$ cat config.mk
export PLATFORM = sky130hd
export DESIGN_NAME = rvvi_beat_serializer
export DESIGN_NICKNAME = d
export VERILOG_FILES = /design/src/rtl/rvvi_pkg.sv /design/src/rtl/rvvi_pkt_fields.sv /design/src/rtl/rvvi_beat_serializer.sv
export SDC_FILE = /design/constraint.sdc
export NUM_CORES = 2
export LEC_CHECK = 0
export CAP_MARGIN = 20
export CORE_AREA = 4 4 346 348
export DETAILED_ROUTE_END_ITERATION = 10
export DIE_AREA = 0 0 350 352
export SYNTH_ARGS = -nofsm -noshare
export SYNTH_HDL_FRONTEND = slang
export SYNTH_SLANG_ARGS = --single-unit
export TNS_END_PERCENT = 100
$ cat constraint.sdc
create_clock -name clk -period 35.1 [get_ports clk]
set_input_delay 5.265 -clock clk [delete_from_list [all_inputs] [get_ports clk]]
set_output_delay 5.265 -clock clk [all_outputs]
set_load 0.005 [all_outputs]
$ cat src/rtl/rvvi_pkg.sv
// rvvi_pkg: beat tags, FSM states and packet field offsets shared by RVVI trace producer and consumer
package rvvi_pkg;
  typedef enum logic [2:0] {TAG_PC, TAG_INSTR, TAG_MCYCLE, TAG_MINSTRET, TAG_GPR, TAG_FPR, TAG_CSR} beat_tag_t;
  typedef enum logic [2:0] {S_IDLE, S_HDR, S_GPR, S_FPR, S_CSR} state_t;
  localparam int OFS_INSTR    = 0;
  localparam int OFS_MCYCLE   = 32;
  localparam int OFS_MINSTRET = 96;
  localparam int OFS_TRAP     = 160;
  localparam int OFS_PRIV     = 161;
  localparam int OFS_GPRWEN   = 163;
  localparam int OFS_FPRWEN   = 164;
  localparam int OFS_CSRCNT   = 168;
  function automatic int req_w(input int xlen);
    return 56 + 3 * xlen;
  endfunction
  function automatic int pkt_w(input int xlen, input int max_csrs);
    return req_w(xlen) + 16 + 2 * xlen + max_csrs * (xlen + 16);
  endfunction
endpackage

$ cat src/rtl/rvvi_pkt_fields.sv
// rvvi_pkt_fields: slices a held RVVI packet into named header, register and CSR slot fields
module rvvi_pkt_fields import rvvi_pkg::*; #(
  parameter int XLEN     = 64,
  parameter int MAX_CSRS = 5
) (
  input  logic [pkt_w(XLEN, MAX_CSRS)-1:0]  pkt_i,
  output logic [XLEN-1:0]                   pc_o,
  output logic [31:0]                       instr_o,
  output logic [63:0]                       mcycle_o,
  output logic [63:0]                       minstret_o,
  output logic                              trap_o,
  output logic [1:0]                        priv_o,
  output logic                              gpr_wen_o,
  output logic                              fpr_wen_o,
  output logic [11:0]                       csr_cnt_o,
  output logic [4:0]                        gpr_addr_o,
  output logic [XLEN-1:0]                   gpr_val_o,
  output logic [4:0]                        fpr_addr_o,
  output logic [XLEN-1:0]                   fpr_val_o,
  output logic [MAX_CSRS-1:0][11:0]         csr_addr_o,
  output logic [MAX_CSRS-1:0][XLEN-1:0]     csr_val_o
);
  localparam int RW = req_w(XLEN);
  assign pc_o       = pkt_i[XLEN-1:0];
  assign instr_o    = pkt_i[XLEN+OFS_INSTR +: 32];
  assign mcycle_o   = pkt_i[XLEN+OFS_MCYCLE +: 64];
  assign minstret_o = pkt_i[XLEN+OFS_MINSTRET +: 64];
  assign trap_o     = pkt_i[XLEN+OFS_TRAP];
  assign priv_o     = pkt_i[XLEN+OFS_PRIV +: 2];
  assign gpr_wen_o  = pkt_i[XLEN+OFS_GPRWEN];
  assign fpr_wen_o  = pkt_i[XLEN+OFS_FPRWEN];
  assign csr_cnt_o  = pkt_i[XLEN+OFS_CSRCNT +: 12];
  assign gpr_addr_o = pkt_i[RW +: 5];
  assign gpr_val_o  = pkt_i[RW+8 +: XLEN];
  assign fpr_addr_o = pkt_i[RW+XLEN+8 +: 5];
  assign fpr_val_o  = pkt_i[RW+XLEN+16 +: XLEN];
  for (genvar i = 0; i < MAX_CSRS; i++) begin : g_slot
    localparam int BASE = RW + 16 + 2 * XLEN + i * (XLEN + 16);
    assign csr_addr_o[i] = pkt_i[BASE +: 12];
    assign csr_val_o[i]  = pkt_i[BASE+16 +: XLEN];
    logic unused_pad;
    assign unused_pad = ^pkt_i[BASE+12 +: 4];
  end
  logic unused_hdr_pad;
  assign unused_hdr_pad = ^{pkt_i[XLEN+OFS_FPRWEN+1 +: 3], pkt_i[XLEN+OFS_CSRCNT+12 +: RW-XLEN-OFS_CSRCNT-12],
                            pkt_i[RW+5 +: 3], pkt_i[RW+XLEN+13 +: 3]};
endmodule

$ cat src/rtl/rvvi_beat_serializer.sv
// rvvi_beat_serializer: captures RVVI trace packets and streams them out as tag/addr/data beats
module rvvi_beat_serializer import rvvi_pkg::*; #(
  parameter int XLEN     = 64,
  parameter int MAX_CSRS = 5,
  parameter int DROP_W   = 16
) (
  input  logic                             clk,
  input  logic                             reset,
  input  logic                             valid,
  input  logic [pkt_w(XLEN, MAX_CSRS)-1:0] rvvi,
  output logic                             BeatValid,
  input  logic                             BeatReady,
  output beat_tag_t                        BeatTag,
  output logic [11:0]                      BeatAddr,
  output logic [63:0]                      BeatData,
  output logic                             BeatLast,
  output logic                             Busy,
  output logic [DROP_W-1:0]                DropCount,
  output logic                             CountErr
);
  localparam int PW = pkt_w(XLEN, MAX_CSRS);
  localparam int CW = $clog2(MAX_CSRS + 1);
  if (XLEN != 64) begin : g_bad_xlen
    $error("rvvi_beat_serializer supports XLEN=64 only");
  end
  state_t state_q, state_d;
  logic [1:0] hdr_q, hdr_d;
  logic [CW-1:0] idx_q, idx_d, n_csr;
  logic [PW-1:0] pkt_q, pkt_d;
  logic [DROP_W-1:0] drop_q, drop_d;
  logic err_q, err_d, valid_q, valid_d, last_q, last_d, fire, last_fire, cap;
  beat_tag_t tag_q, tag_d;
  logic [11:0] addr_q, addr_d;
  logic [63:0] data_q, data_d;
  logic [XLEN-1:0] pc, gpr_val, fpr_val;
  logic [31:0] instr;
  logic [63:0] mcycle, minstret;
  logic trap, gpr_wen, fpr_wen;
  logic [1:0] priv;
  logic [11:0] csr_cnt;
  logic [4:0] gpr_addr, fpr_addr;
  logic [MAX_CSRS-1:0][11:0] csr_addr;
  logic [MAX_CSRS-1:0][XLEN-1:0] csr_val;
  // Fields are sliced from the next packet so a freshly captured packet drives its first beat directly.
  rvvi_pkt_fields #(.XLEN(XLEN), .MAX_CSRS(MAX_CSRS)) u_fields (
    .pkt_i(pkt_d), .pc_o(pc), .instr_o(instr), .mcycle_o(mcycle), .minstret_o(minstret),
    .trap_o(trap), .priv_o(priv), .gpr_wen_o(gpr_wen), .fpr_wen_o(fpr_wen), .csr_cnt_o(csr_cnt),
    .gpr_addr_o(gpr_addr), .gpr_val_o(gpr_val), .fpr_addr_o(fpr_addr), .fpr_val_o(fpr_val),
    .csr_addr_o(csr_addr), .csr_val_o(csr_val)
  );
  assign fire      = valid_q & BeatReady;
  assign last_fire = fire & last_q;
  assign Busy      = (state_q != S_IDLE) & ~last_fire;
  assign cap       = valid & ~Busy;
  assign n_csr     = (csr_cnt > 12'(MAX_CSRS)) ? CW'(MAX_CSRS) : csr_cnt[CW-1:0];
  // Capture/drop bookkeeping and FSM advance; BeatLast already marks the end so no emptiness tests are needed here.
  always_comb begin
    pkt_d   = cap ? rvvi : pkt_q;
    drop_d  = (valid & Busy & ~&drop_q) ? drop_q + DROP_W'(1) : drop_q;
    err_d   = err_q | (cap & (csr_cnt > 12'(MAX_CSRS)));
    state_d = state_q;
    hdr_d   = hdr_q;
    idx_d   = idx_q;
    if (cap) begin
      state_d = S_HDR;
      hdr_d   = '0;
      idx_d   = '0;
    end else if (last_fire) begin
      state_d = S_IDLE;
    end else if (fire) begin
      case (state_q)
        S_HDR: begin
          hdr_d = hdr_q + 2'd1;
          if (hdr_q == 2'd3) state_d = gpr_wen ? S_GPR : fpr_wen ? S_FPR : S_CSR;
        end
        S_GPR:   state_d = fpr_wen ? S_FPR : S_CSR;
        S_FPR:   state_d = S_CSR;
        S_CSR:   idx_d = idx_q + CW'(1);
        default: state_d = S_IDLE;
      endcase
    end
  end
  // Beat contents for the next state; unchanged while stalled, so outputs hold without an explicit enable.
  always_comb begin
    valid_d = state_d != S_IDLE;
    tag_d   = TAG_PC;
    addr_d  = '0;
    data_d  = '0;
    last_d  = 1'b0;
    case (state_d)
      S_HDR: begin
        tag_d  = beat_tag_t'({1'b0, hdr_d});
        addr_d = (hdr_d == 2'd0) ? {4'b0, csr_cnt[3:0], 1'b0, trap, priv} : '0;
        data_d = (hdr_d == 2'd0) ? pc : (hdr_d == 2'd1) ? {32'b0, instr} : (hdr_d == 2'd2) ? mcycle : minstret;
        last_d = (hdr_d == 2'd3) & ~gpr_wen & ~fpr_wen & (n_csr == '0);
      end
      S_GPR: begin
        tag_d  = TAG_GPR;
        addr_d = {7'b0, gpr_addr};
        data_d = gpr_val;
        last_d = ~fpr_wen & (n_csr == '0);
      end
      S_FPR: begin
        tag_d  = TAG_FPR;
        addr_d = {7'b0, fpr_addr};
        data_d = fpr_val;
        last_d = n_csr == '0;
      end
      S_CSR: begin
        tag_d  = TAG_CSR;
        addr_d = csr_addr[idx_d];
        data_d = csr_val[idx_d];
        last_d = idx_d == n_csr - CW'(1);
      end
      default: valid_d = 1'b0;
    endcase
  end
  // State, packet hold, counters and registered beat outputs.
  always_ff @(posedge clk or posedge reset) begin
    if (reset) begin
      state_q <= S_IDLE;
      hdr_q   <= '0;
      idx_q   <= '0;
      pkt_q   <= '0;
      drop_q  <= '0;
      err_q   <= 1'b0;
      valid_q <= 1'b0;
      tag_q   <= TAG_PC;
      addr_q  <= '0;
      data_q  <= '0;
      last_q  <= 1'b0;
    end else begin
      state_q <= state_d;
      hdr_q   <= hdr_d;
      idx_q   <= idx_d;
      pkt_q   <= pkt_d;
      drop_q  <= drop_d;
      err_q   <= err_d;
      valid_q <= valid_d;
      tag_q   <= tag_d;
      addr_q  <= addr_d;
      data_q  <= data_d;
      last_q  <= last_d;
    end
  end
  assign BeatValid = valid_q;
  assign BeatTag   = tag_q;
  assign BeatAddr  = addr_q;
  assign BeatData  = data_q;
  assign BeatLast  = last_q;
  assign DropCount = drop_q;
  assign CountErr  = err_q;
endmodule
== After elaboration in Yosys (flattened, before gate mapping) ==
Index checks and enable logic that the tools add are counted.

* Register bits after elaboration: 898
* Input port bits: 796
* Output and inout bits: 99
* Word-level logic and storage cells: 84

* Add/subtract/negate cells: 4
* Order comparisons: 2
* Equal/unequal tests: 13
* Multiplexer cells: 30
* Bitwise operators: 16
* Reduce and logical (&&, ||, !) cells: 7

{| class="wikitable"
|+ Operators by type and width
! operator !! count
|-
| $mux W792 || 1
|-
| $mux W64 || 4
|-
| $pmux W64 S4 || 1
|-
| $bmux W64 S3 || 1
|-
| $pmux W12 S4 || 1
|-
| $bmux W12 S3 || 1
|-
| $mux W3 || 11
|-
| $pmux W3 S4 || 2
|-
| $add A16 B1 Y16 const B || 1
|-
| $reduce_and A16 Y1 || 1
|-
| $eq A3 B2 Y1 const B || 4
|-
| $gt A12 B3 Y1 const B || 1
|-
| $mux W12 || 1
|-
| $and A1 B1 Y1 || 11
|-
| $mux W2 || 4
|-
| $mux W8 || 1
|-
| $eq A2 B2 Y1 const B || 3
|-
| $eq A3 B1 Y1 const B || 2
|-
| $eq A3 B3 Y1 const B || 2
|-
| $reduce_bool A3 Y1 || 2
|-
| $lt A3 B4 Y1 const B || 1
|-
| $not A1 Y1 || 4
|-
| $pmux W1 S4 || 1
|-
| $reduce_or A4 Y1 || 1
|-
| other kinds (10) || 10
|}

== Depth between registers and ports, before layout ==
* Word-level depth: 17
* Depth in mapped cells: 14
* Depth with buffers taken out: 10

== Hierarchy ==
Synthesis repeated with hierarchy kept, for this count alone.

* Cells, all modules: 5,256
* Area total of the unflattened synthesis: 44,835.5 um2

{| class="wikitable"
|+ Modules (own cells, without submodules)
! module !! instances !! cells each !! area an instance (um2) !! sequential area each (um2)
|-
| rvvi_beat_serializer || 1 || 4,497 || 39,137.5 || 22,471.6
|-
| rvvi_pkt_fields || 1 || 759 || 5,698.0 || 0.0
|}

== Worst setup path before layout ==
No wires, ideal clock.

* Path kind: input to output
* Start: in BeatReady
* End: out Busy
* Arrival: 5,638 ps
* Required time: 29,835 ps
* Slack: 24,197 ps
* Stages: 2
* Buffers on the path: 1
* Path through: buf_2 a31oi_1

* Longest elaborated chain between the ends: 4

{| class="wikitable"
|+ Ends and longest elaborated chain
! item !! line !! text
|-
| start: declaration || rvvi_beat_serializer.sv:12 || <nowiki>input logic BeatReady,</nowiki>
|-
| $and A1 B1 Y1 || rvvi_beat_serializer.sv:51 || <nowiki>assign fire = valid_q & BeatReady;</nowiki>
|-
| $and A1 B1 Y1 || rvvi_beat_serializer.sv:52 || <nowiki>assign last_fire = fire & last_q;</nowiki>
|-
| $not A1 Y1 || rvvi_beat_serializer.sv:53 || <nowiki>assign Busy = (state_q != S_IDLE) & ~last_fire;</nowiki>
|-
| $and A1 B1 Y1 || rvvi_beat_serializer.sv:53 ||
|-
| end: declaration || rvvi_beat_serializer.sv:17 || <nowiki>output logic Busy,</nowiki>
|}

No other way between the ends.

== Worst setup path in the final report ==
Ends and elaborated chain as after synthesis.

==> results by group <==
Status
  – Status: finished, final reports clean

Synthesis
  – Ys flop type: dfrtp_1
  – Post-synth top area share: 55.4%
  – Register area share after synthesis: 55.4%
  – Post-synth EDFFs: 0
  – Mapped Area: 0.0390 mm2
  – Total number of yosys warnings: 0
  – Ys async rst share: 100%
  – Most frequent cell after synthesis: nand2_1
  – Synthesized area per cell: 8.77 um2
  – Commonest cells in the synthesized netlist: nand2_1 (2233), dfrtp_1 (865), clkbuf_1 (168)
  – Post-Syn Instances: 4453
  – Top cells by area, synth: dfrtp_1 (55%), nand2_1 (21%), mux2i_1 (3.5%)
  – Synthesized flop and latch total: 865
  – Syn Nets: 5254
  – Most area-hungry cell type in the Yosys netlist: dfrtp_1
  – Yosys cell types: 60

Pwr
  – Register share of total power: 39.8%
  – Combinational Power Share: 33.9%
  – Pleak: 24.5 nW
  – Internal power: 2.65 mW
  – Worst vdd ir: 44.7 uV
  – Tot Pwr: 4.17 mW
  – Clock power share: 26.3%
  – NetSw: 1.52 mW
  – Sw Share: 36.4%
  – PwrDens: 79.4 mW/mm2

STA
  – RSZ-0062 raised after global routing: no
  – Fin. max-slew vios: 0
  – Setup-failing EPs final: 0
  – Fmax: 81.9 MHz
  – Fin. Hold Viols: 0
  – Tcrit/Tclk final: 34.8%
  – Max-slew headroom: 23.2%
  – Setup Skew: 0.0277 ns
  – Fin crit period: 12.21 ns
  – Setup Total Neg Slack: 0 ns
  – Setup WS post-layout: 22.89 ns
  – Worst slew pin tran: 1.15 ns
  – WHS: 0.459 ns

Clock network
  – Post-CTS Setup Bufs: 0
  – Clock H-tree levels: 3
  – Clock Sinks: 865
  – Clk Latency, worst-skew pair: 0.68 ns
  – Hold bufs inserted after CTS: 0
  – CTS Buf Count: 101
  – CTS tree: built
  – CTS Buffer Depth: 3
  – Number of gates resized after cts: 0
  – Clock Tree Root: clkbuf_16
  – CTS clk-pin slew, worst paths: 0.05 ns

Floorplan
  – Core box area: 0.116 mm2
  – IO Pins: 895
  – Area of the die: 0.123 mm2
  – Initial core utilization: 33.6%
  – Vert. Die Dim: 352 um
  – Die Width: 350 um
  – Row Count: 125

Flow run
  – Max Cap Violations: 0

Drt
  – DRC marker count from the first detailed-route iteration: 2913
  – DR pass1 iterations: 6
  – Residual DRC: 0
  – DR vias/cell: 5.08
  – Total number of vias: 34700
  – WL final: 159000 um
  – Final ANT Viol Nets: 0
  – DR WL/cell: 23.3 um

Global route
  – Met2 usage: 40.4%
  – Largest net degree at the start of global routing: 199
  – Vias in the first global route: 34300
  – Met1 Track Usage GR: 31.8%
  – First-pass GRT wire length: 231000 um
  – Initial antenna violation count: 95
  – Gr busiest metal: met2
  – Total Routing Usage GR: 25.1%
  – Grt ovf: 0
  – Met3 Use GR: 7.47%

Placed design
  – Buffers on Ports: 861
  – GP Congestion: 0.904
  – Setup WS pre-CTS: 22.88 ns
  – Post-DP HPWL: 110000 um

Final layout
  – Share of cells above drive strength 1: 5.72%
  – Area growth syn-to-layout: 34.6%
  – Fin nets: 5966

Worst setup path
  – Startpoint Class: input port
  – Worst EP arrival: 6.94 ns
  – R2R cell count: 10
  – FF-to-FF setup slack: 29.27 ns
  – Worst path required time: 29.83 ns
  – WS Path Type: input port to output port
  – CP Max Fanout: 12
  – Crit end category: output port

Hold path
  – WHS Path Cells: 2
  – Class of the worst hold path: flip-flop to flip-flop
## cell families (layout without fill, tap and decap cells)
logic type / Yosys count / in the layout / share of synthesized area [%]
other cells: 0 / 62 / 0
buf+inv: 317 / 1110 / 3.49
compound gates: 520 / 520 / 9.64
fa+ha+maj: 5 / 5 / 0.160
xor+xnor: 18 / 18 / 0.404
mux: 190 / 190 / 5.12
flops: 865 / 865 / 55.4
simple gates: 2538 / 2538 / 25.7
## critical path: stages
cell             delay [ns]
clkdlybuf4s50_1        0.65
a31oi_1                0.44
clkdlybuf4s50_1        0.58
## power groups by stage
| stage | logic (mW) | clock network, mW | registers [mW] |
|---|---|---|---|
| after global placement | 1.39 | 0 | 1.66 |
| after detailed placement | 1.42 | 0 | 1.67 |
| after CTS | 1.43 | 1.12 | 1.66 |
| after floorplan | 0.918 | 0 | 1.63 |
| final | 1.41 | 1.10 | 1.66 |
| after global routing | 1.59 | 1.16 | 1.71 |
## cell type report
type                    count  area [um2]
diodes                     62         155
clock buffers             144        2950
clock inverters            40         522
fillers                 11400       63700
inverters                  11        48.8
multi-input cells        3271       16200
flip-flops and latches    865       21600
well taps                1524        1910
repair buffers            915        9150
## metal layers
| layer | up-vias | wire length [um] |
|---|---|---|
| met2 | 1211 | 74700 |
| met5 | - | 416 |
| li1 | 16100 | - |
| met3 | 295 | 13500 |
| met4 | 60 | 5020 |
| met1 | 17000 | 65700 |
## flip-flops by register name, summed over array words and instances (netlist names)
register and cells:
BeatAddr 12, CountErr 1, hdr_q 2, DropCount 16, BeatValid 1, idx_q 3
BeatTag 3, pkt_q 759, BeatData 64, state_q 3, BeatLast 1
## placed cells by master (no fill, tap or decap), types with 4 or more instances in the layout
cell                n
nand4_1            41
o211ai_1           94
inv_1               8
buf_4              45
clkinvlp_4          5
a221oi_1           61
mux2_2             49
a22oi_1            34
clkdlybuf4s50_1   861
clkbuf_8           22
a211oi_1           71
nor3b_1             4
o21ai_1            20
diode_2            62
and3_1              4
clkbuf_16         103
and2_1              8
clkbuf_1           19
a31oi_1             6
o31ai_1            36
a21oi_1            19
nor3_1             12
o2bb2ai_1          63
a21o_1              4
nand3_1            51
xnor2_1            15
buf_12              7
ha_1                5
nor2_1             84
mux2i_1           138
o21ai_0            90
nand2b_1           70
dfrtp_1           864
clkinv_2           17
nand2_1          2231
bufinv_16          10
## final timing paths
check,start,end
worst max-delay path,BeatReady,Busy
worst min-delay path,pkt_q[715],pkt_q[715]
worst max register to register,BeatValid,BeatData[33]
worst min register to register,pkt_q[715],pkt_q[715]
max in group asynchronous,reset,pkt_q[544]
min in group asynchronous,reset,pkt_q[598]
## through the flow
step	utilization, %	std cells	instance area [um2]
finish	45.2	6832	52600
global route	45.2	6804	52500
CTS	45.0	6768	52300
detailed placement	42.1	6584	48900
floorplan	-	4453	39000
global placement	42.1	6584	48900
No activity file was read; power rests on OpenSTA's default activity.
